$ cat src/rtl/cleanup_pkg.sv
// Shared definitions for the pushbutton cleanup blocks: FSM state encoding,
// default 5 MHz timing constants and a small sizing helper.
package cleanup_pkg;

  typedef enum logic [2:0] {
    IDLE        = 3'd0,
    DEB_PRESS   = 3'd1,
    HELD        = 3'd2,
    REPEAT      = 3'd3,
    DEB_RELEASE = 3'd4
  } state_t;

  // 10 ms debounce, 0.5 s repeat delay, 0.1 s repeat period at 5 MHz
  localparam int DEF_DEBOUNCE_CYCLES = 50000;
  localparam int DEF_REPEAT_DELAY    = 2500000;
  localparam int DEF_REPEAT_PERIOD   = 500000;

  function automatic int max3(input int a, input int b, input int c);
    int m;
    m = (a > b) ? a : b;
    return (m > c) ? m : c;
  endfunction

endpackage

$ cat src/rtl/sync_2ff.sv
// Two-flop synchronizer for one asynchronous level input, async reset to 0.
module sync_2ff (
  input  logic clock,
  input  logic reset,
  input  logic d,
  output logic q
);

  logic s1_q, s1_d;
  logic s2_q, s2_d;

  always_comb begin
    s1_d = d;
    s2_d = s1_q;
  end

  always_ff @(posedge clock or posedge reset) begin
    if (reset) begin
      s1_q <= 1'b0;
      s2_q <= 1'b0;
    end else begin
      s1_q <= s1_d;
      s2_q <= s2_d;
    end
  end

  assign q = s2_q;

endmodule

$ cat src/rtl/button_repeat_cleanup.sv
// Pushbutton cleanup: synchronizer, stable-time debouncer and single-cycle press pulses.
// Typematic auto-repeat while held is built only when CLEANUP_AUTOREPEAT_EN is defined.
module button_repeat_cleanup
  import cleanup_pkg::*;
#(
  parameter int DEBOUNCE_CYCLES = DEF_DEBOUNCE_CYCLES,
  parameter int REPEAT_DELAY    = DEF_REPEAT_DELAY,
  parameter int REPEAT_PERIOD   = DEF_REPEAT_PERIOD
) (
  input  logic clock,
  input  logic reset,
  input  logic raw,
  output logic clean,
  output logic level
);

`ifdef CLEANUP_AUTOREPEAT_EN
  localparam int TIMER_MAX = max3(DEBOUNCE_CYCLES, REPEAT_DELAY, REPEAT_PERIOD);
`else
  localparam int TIMER_MAX = DEBOUNCE_CYCLES;
`endif
  localparam int TW = $clog2(TIMER_MAX + 1);
  localparam logic [TW-1:0] DEB_LIM = TW'(DEBOUNCE_CYCLES - 1);
`ifdef CLEANUP_AUTOREPEAT_EN
  localparam logic [TW-1:0] DELAY_LIM  = TW'(REPEAT_DELAY - 1);
  localparam logic [TW-1:0] PERIOD_LIM = TW'(REPEAT_PERIOD - 1);
`endif

  if (DEBOUNCE_CYCLES < 2 || REPEAT_DELAY < 2 || REPEAT_PERIOD < 2) begin : g_bad_params
    $error("button_repeat_cleanup: all cycle parameters must be at least 2");
  end

  logic          s2;
  state_t        state_q, state_d;
  logic [TW-1:0] timer_q, timer_d;
  logic          fire_q, fire_d;
  logic          clean_q, clean_d;
  logic          level_q, level_d;

  sync_2ff u_sync (
    .clock (clock),
    .reset (reset),
    .d     (raw),
    .q     (s2)
  );

  // Exits on a changed s2 are tested before any timer limit, so they win ties.
  always_comb begin
    state_d = state_q;
    timer_d = timer_q + 1'b1;
    fire_d  = 1'b0;
    case (state_q)
      IDLE: begin
        timer_d = '0;
        if (s2) state_d = DEB_PRESS;
      end
      DEB_PRESS: begin
        if (!s2) begin
          state_d = IDLE;
        end else if (timer_q == DEB_LIM) begin
          state_d = HELD;
          fire_d  = 1'b1;
        end
      end
`ifdef CLEANUP_AUTOREPEAT_EN
      HELD: begin
        if (!s2) begin
          state_d = DEB_RELEASE;
        end else if (timer_q == DELAY_LIM) begin
          state_d = REPEAT;
          fire_d  = 1'b1;
        end
      end
      REPEAT: begin
        if (!s2) begin
          state_d = DEB_RELEASE;
        end else if (timer_q == PERIOD_LIM) begin
          timer_d = '0;
          fire_d  = 1'b1;
        end
      end
`else
      HELD: begin
        timer_d = '0;
        if (!s2) state_d = DEB_RELEASE;
      end
`endif
      DEB_RELEASE: begin
        if (s2) begin
          state_d = HELD;
        end else if (timer_q == DEB_LIM) begin
          state_d = IDLE;
        end
      end
      default: begin
        state_d = IDLE;
        timer_d = '0;
      end
    endcase
    if (state_d != state_q) timer_d = '0;
  end

  // Outputs are registered off the FSM so clean and level rise together.
  always_comb begin
    clean_d = fire_q;
    level_d = (state_q == HELD) || (state_q == REPEAT) || (state_q == DEB_RELEASE);
  end

  always_ff @(posedge clock or posedge reset) begin
    if (reset) begin
      state_q <= IDLE;
      timer_q <= '0;
      fire_q  <= 1'b0;
      clean_q <= 1'b0;
      level_q <= 1'b0;
    end else begin
      state_q <= state_d;
      timer_q <= timer_d;
      fire_q  <= fire_d;
      clean_q <= clean_d;
      level_q <= level_d;
    end
  end

  assign clean = clean_q;
  assign level = level_q;

endmodule

$ cat config.mk
export PLATFORM = sky130hd
export DESIGN_NAME = button_repeat_cleanup
export DESIGN_NICKNAME = d
export VERILOG_FILES = /design/src/rtl/cleanup_pkg.sv /design/src/rtl/sync_2ff.sv /design/src/rtl/button_repeat_cleanup.sv
export SDC_FILE = /design/constraint.sdc
export NUM_CORES = 1
export LEC_CHECK = 0
export BUFFER_PORTS_ARGS = -buffer_cell sky130_fd_sc_hd__buf_4
export CAP_MARGIN = 20
export CORE_ASPECT_RATIO = 1.2
export CORE_MARGIN = 2
export CORE_UTILIZATION = 58
export DETAILED_ROUTE_END_ITERATION = 10
export GPL_TIMING_DRIVEN = 0
export PLACE_DENSITY = 0.8
export SLEW_MARGIN = 0
export SYNTH_ARGS = -nofsm -noshare
export SYNTH_HDL_FRONTEND = slang
export SYNTH_SLANG_ARGS = --single-unit
$ cat constraint.sdc
create_clock -name clock -period 2.3 [get_ports clock]
set_input_delay 0.46 -clock clock [delete_from_list [all_inputs] [get_ports clock]]
set_output_delay 0.46 -clock clock [all_outputs]
set_load 0.005 [all_outputs]
==> results of run 1 <==
cell type report:
cell class | count | area [sq um]
clock buffers | 3 | 22.5
inverters | 5 | 18.8
flip-flops and latches | 24 | 601
fillers | 156 | 646
well taps | 19 | 23.8
repair buffers | 4 | 30.0
multi-input cells | 74 | 457
plain buffers | 2 | 31.3
per-stage QoR:
stage	cell area [sq um]	instances	hold slack (ns)	util (%)	setup slack, ns
after floorplan	1110	105	0.331	-	0.491
after global placement	1160	128	0.332	63.5	0.377
after detailed placement	1160	128	0.340	63.5	0.360
after CTS	1180	131	0.247	64.7	0.329
after global routing	1180	131	0.241	64.7	0.159
final	1180	131	0.246	64.7	0.352
cell usage after synthesis (all sizes together):
cell type | count | share of area (%)
dfrtp | 24 | 54
nor2 | 23 | 8.2
xnor2 | 13 | 10
inv | 5 | 1.7
nand2 | 5 | 1.7
nand3 | 5 | 2.3
nor3 | 4 | 1.8
nor4 | 4 | 3.6
a21oi | 3 | 1.4
nand4 | 3 | 1.7
buf | 2 | 2.8
nand2b | 2 | 1.1
o21ai | 2 | 0.90
or4bb | 2 | 2.0
a31oi | 1 | 0.57
and2 | 1 | 0.57
and3b | 1 | 0.79
ha | 1 | 1.1
nor2b | 1 | 0.57
or3 | 1 | 0.57
or4b | 1 | 1.2
xor2 | 1 | 0.79
where the power goes:
group | internal [mW] | switching, mW | total (mW)
clock network | 0.0612 | 0.114 | 0.176
logic | 0.0107 | 0.0163 | 0.0270
registers | 0.426 | 0.00428 | 0.430
total | 0.498 | 0.135 | 0.633
cells by family (layout without fill, tap and decap cells):
| family | after synthesis | in the layout | share of synthesized area [%] |
|---|---|---|---|
| buffers and inverters | 7 | 14 | 4.52 |
| AOI/OAI and AO/OA | 6 | 6 | 2.82 |
| xor gates and xnor gates | 14 | 14 | 11.1 |
| adders and majority gates | 1 | 1 | 1.13 |
| and+or+nand+nor | 53 | 53 | 26.2 |
| DFF | 24 | 24 | 54.2 |
metal layers:
layer	share of wire, %	routed length, um
met1	46	802
met2	48	848
met3	3.1	55
met4	2.7	48
met5	0	0
worst paths after layout:
| kind | slack (ns) | end | from |
|---|---|---|---|
| min reg2reg | 0.37 | u_sync.q | u_sync.s1_q |
| min | 0.25 | u_sync.s1_q | raw |
| max | 0.35 | timer_q[13] | timer_q[10] |
| max reg2reg | 0.35 | timer_q[13] | timer_q[10] |
| max in group asynchronous | 1.46 | timer_q[9] | reset |
| min in group asynchronous | 0.31 | timer_q[0] | reset |
critical path, cell delays in order (launching register included):
cell,delay (ns)
dfrtp_1,0.44
or4b_4,0.54
nor4_4,0.37
or3_1,0.18
buf_6,0.13
buf_12,0.13
nor2_1,0.05
registers in the layout, indices dropped and copies added, names as in the netlist:
name / flops
timer_q: 16
state_q: 3
level: 1
clean_d: 1
clean: 1
u_sync.s1_q: 1
u_sync.q: 1
==> out/metrics.csv, run 1 <==
metric;value;unit
grt-ovfl-total;0;
met3_usage;3.13;%
grt.busiest_layer;met2;
gp_congestion;0.788;
cts_buffers;3;
drv_slew;0;
fp.dieW;43.9;um
clkSlewWorstSetupHoldPaths;0.12;ns
startpoint_type;register;
cp.required;2.50;ns
ant_nets;0;
mostFrequentLayoutCell;dfrtp_1;
slew_headroom;43.4;%
antenna_found_initial;0;
initialDrtViolationCount;7;
synth_cell_type_count;25;
n_antenna_cell;0;
use_met2;34.6;%
p_per_area;535;nW/um^2
drv_cap;0;
avgRoutedWirePerCell;13.4;um
drc_errors;0;
ys_seq_area_share;54.2;%
grt_pass1_wl;3280;um
skew;0.00778;ns
yosysWarningCount;0;
cts_hold_buf;0;
grt_pass1_vias;783;
layout_common_cells;dfrtp_1 (24), nor2_1 (21), xnor2_1 (13);
power.total;0.633;mW
fin_setup_tns;0;ns
die_area;2280;sq um
clk_latency;0.31;ns
fin_crit_sh;84.7;%
grt_use_met1;23.9;%
cts.root.buffer_cell;clkbuf_4;
synthesis.area;1110;sq um
cts.repair.resized;0;
initial_core_util;60.5;%
vias_per_cell;5.70;
r2r_cells;6;
holdPathStages;1;
p_leak;0.488;nW
critPathMaxFanout;10;
fmax;0.513;GHz
endpoint_kind;register;
hold_viol;0;
num_rows;17;
cts.sinks;24;
dr_total_vias;747;
syn_to_final_growth;6.89;%
cp.arrival;2.15;ns
hold_class;primary input to register;
netlist_instances;105;
status;completed;
cts_tree;built;
post-cts-setup-buffers;0;
dieHeight;51.9;um
syn_nets;109;
peakVddDrop;436;uV
setup_viol;0;
syn_area_per_cell;10.5;sq um
wl;1760;um
fin_nets;118;
grt_max_degree;25;
port-buffer-count;4;
track_usage;20.1;%
hpwl;1260;um
io_pins;5;
ys_seq_elements;24;
tightest_slew;0.848;ns
rsz0062_at_grt;no;
drive_gt1_share;11.6;%
min_period;1.95;ns
design.core.area;1830;sq um
firstDrtPassIters;4;
crit_type;register to register;
h-tree-depth;1;
cts.path.max_buffers;2;
(Power assumes the default switching activity.)
==> inputs of run 2 (changes only) <==
==> constraint.sdc (replaced) <==
create_clock -name clock -period 1.9 [get_ports clock]
set_input_delay 0.38 -clock clock [delete_from_list [all_inputs] [get_ports clock]]
set_output_delay 0.38 -clock clock [all_outputs]
set_load 0.005 [all_outputs]
==> out/metrics.csv, run 2 (synthesis gave the netlist of run 1 again) <==
metric;value;unit
hpwl;1260;um
cp.depth;5;
critPathMaxFanout;6;
hold_class;primary input to register;
startpoint_type;register;
hold_slack;0.159;ns
drive_gt1_share;19.8;%
endpoint_kind;register;
fin_crit_sh;99.1;%
skew;0.00134;ns
top_register;timer_q;
slew_headroom;42.9;%
power.total;0.781;mW
peakVddDrop;542;uV
r2r_cells;5;
cts.sinks;24;
grt_pass1_wl;3380;um
antenna_found_initial;0;
cts_buffers;3;
drc_errors;0;
rsz0062_at_grt;yes;
status;completed;
path_buf_inv;1;
cp.required;2.12;ns
cts_tree;built;
tightest_slew;0.855;ns
avgRoutedWirePerCell;15.1;um
largest_reg_flops;16;
syn_to_final_growth;15.1;%
n_antenna_cell;0;
grt_max_degree;25;
holdPathStages;1;
multi_input_area;467;sq um
cts.root.buffer_cell;clkbuf_4;
drv_cap;0;
max_stage_delay;0.56;ns
clkSlewWorstSetupHoldPaths;0.12;ns
wl;2110;um
grt-ovfl-total;0;
ant_nets;0;
seq_area;601;sq um
fmax;0.531;GHz
port-buffer-count;4;
dr_total_vias;810;
cp_top_family;simple AND/OR/NAND/NOR gates;
dp.cells;128;
cp.arrival;2.10;ns
fin_nets;127;
num_rows;17;
h-tree-depth;1;
initial_core_util;60.5;%
crit_chain;or4b_4 > nor4_4 > or3_4 > clkbuf_16 > nor2_1;
vias_per_cell;5.79;
io_pins;5;
cts.path.max_buffers;2;
firstDrtPassIters;4;
design.core.area;1830;sq um
grt_pass1_vias;801;
largestRegisters;timer_q: 16 flops, state_q: 3 flops;
clk_latency;0.32;ns
dieHeight;51.9;um
fp.dieW;43.9;um
mostFrequentLayoutCell;dfrtp_1;
p_per_area;612;nW/um^2
gp_congestion;0.788;
layout_common_cells;dfrtp_1 (24), nor2_1 (21), xnor2_1 (13), buf_4 (13);
final-instance-count-excl-fill;140;
cts_hold_buf;0;
setup_viol;0;
nFillCells;136;
track_usage;20.7;%
p_leak;0.544;nW
crit_slowest_cell;or4b_4;
min_period;1.88;ns
crit_type;register to register;
die_area;2280;sq um
hold_viol;0;
drv_slew;0;
initialDrtViolationCount;15;
fin_setup_tns;0;ns
==> run 2: changes by cell type in the layout (fill, tap and decap cells not counted) <==
cell	previous run	this run
or3_1	1	0
buf_6	1	0
nand3_2	0	1
clkbuf_16	0	1
buf_4	4	13
nand3_1	5	4
or3_4	0	1
==> run 2: path summary, 6_finish.rpt <==
kind                        startpoint          end  slack (ns)
setup / recovery           timer_q[10]   timer_q[9]        0.02
hold / removal                     raw  u_sync.s1_q        0.16
setup reg to reg           timer_q[10]   timer_q[9]        0.02
hold reg to reg            u_sync.s1_q     u_sync.q        0.36
max in group asynchronous        reset  timer_q[12]        1.15
min in group asynchronous        reset   timer_q[0]        0.23
==> run 2: timing repair <==
item	4_1_cts	5_1_grt
endpoints found under the setup margin	10	10
pin swaps	1	3
gates cloned	0	1
setup buffers	3	6
resized for setup	1	1
==> run 2: stage by stage <==
step | worst slack [ns] | instance area, sq um | util [%]
3_3_place_gp | -0.0228 | 1160 | 63.5
6_report | 0.0180 | 1270 | 69.7
4_1_cts | 0.00403 | 1210 | 66.2
5_1_grt | -0.0470 | 1270 | 69.7
2_1_floorplan | 0.0907 | 1110 | -
3_5_place_dp | -0.0398 | 1160 | 63.5
==> run 2: report_power, final <==
part	switching, mW	internal, mW	leakage [nW]
Sequential	0.00515	0.516	0.327
Combinational	0.0216	0.0188	0.203
Clock	0.145	0.0744	0.0138
==> run 2: per-layer routing <==
layer	wire [um]	GRT usage, %	up-vias
met3	83	3.47	4
li1	-	-	385
met4	54	11.6	0
met2	1100	35.0	21
met5	0	0	-
met1	876	24.6	400
==> run 2: final cells by class <==
type	instances	share of cell area, %
buffer	1	1.57
clock buffer	3	1.77
inverter	5	1.47
multi-input combinational	74	36.6
sequential	24	47.1
tap	19	1.86
timing repair buffer	14	9.62
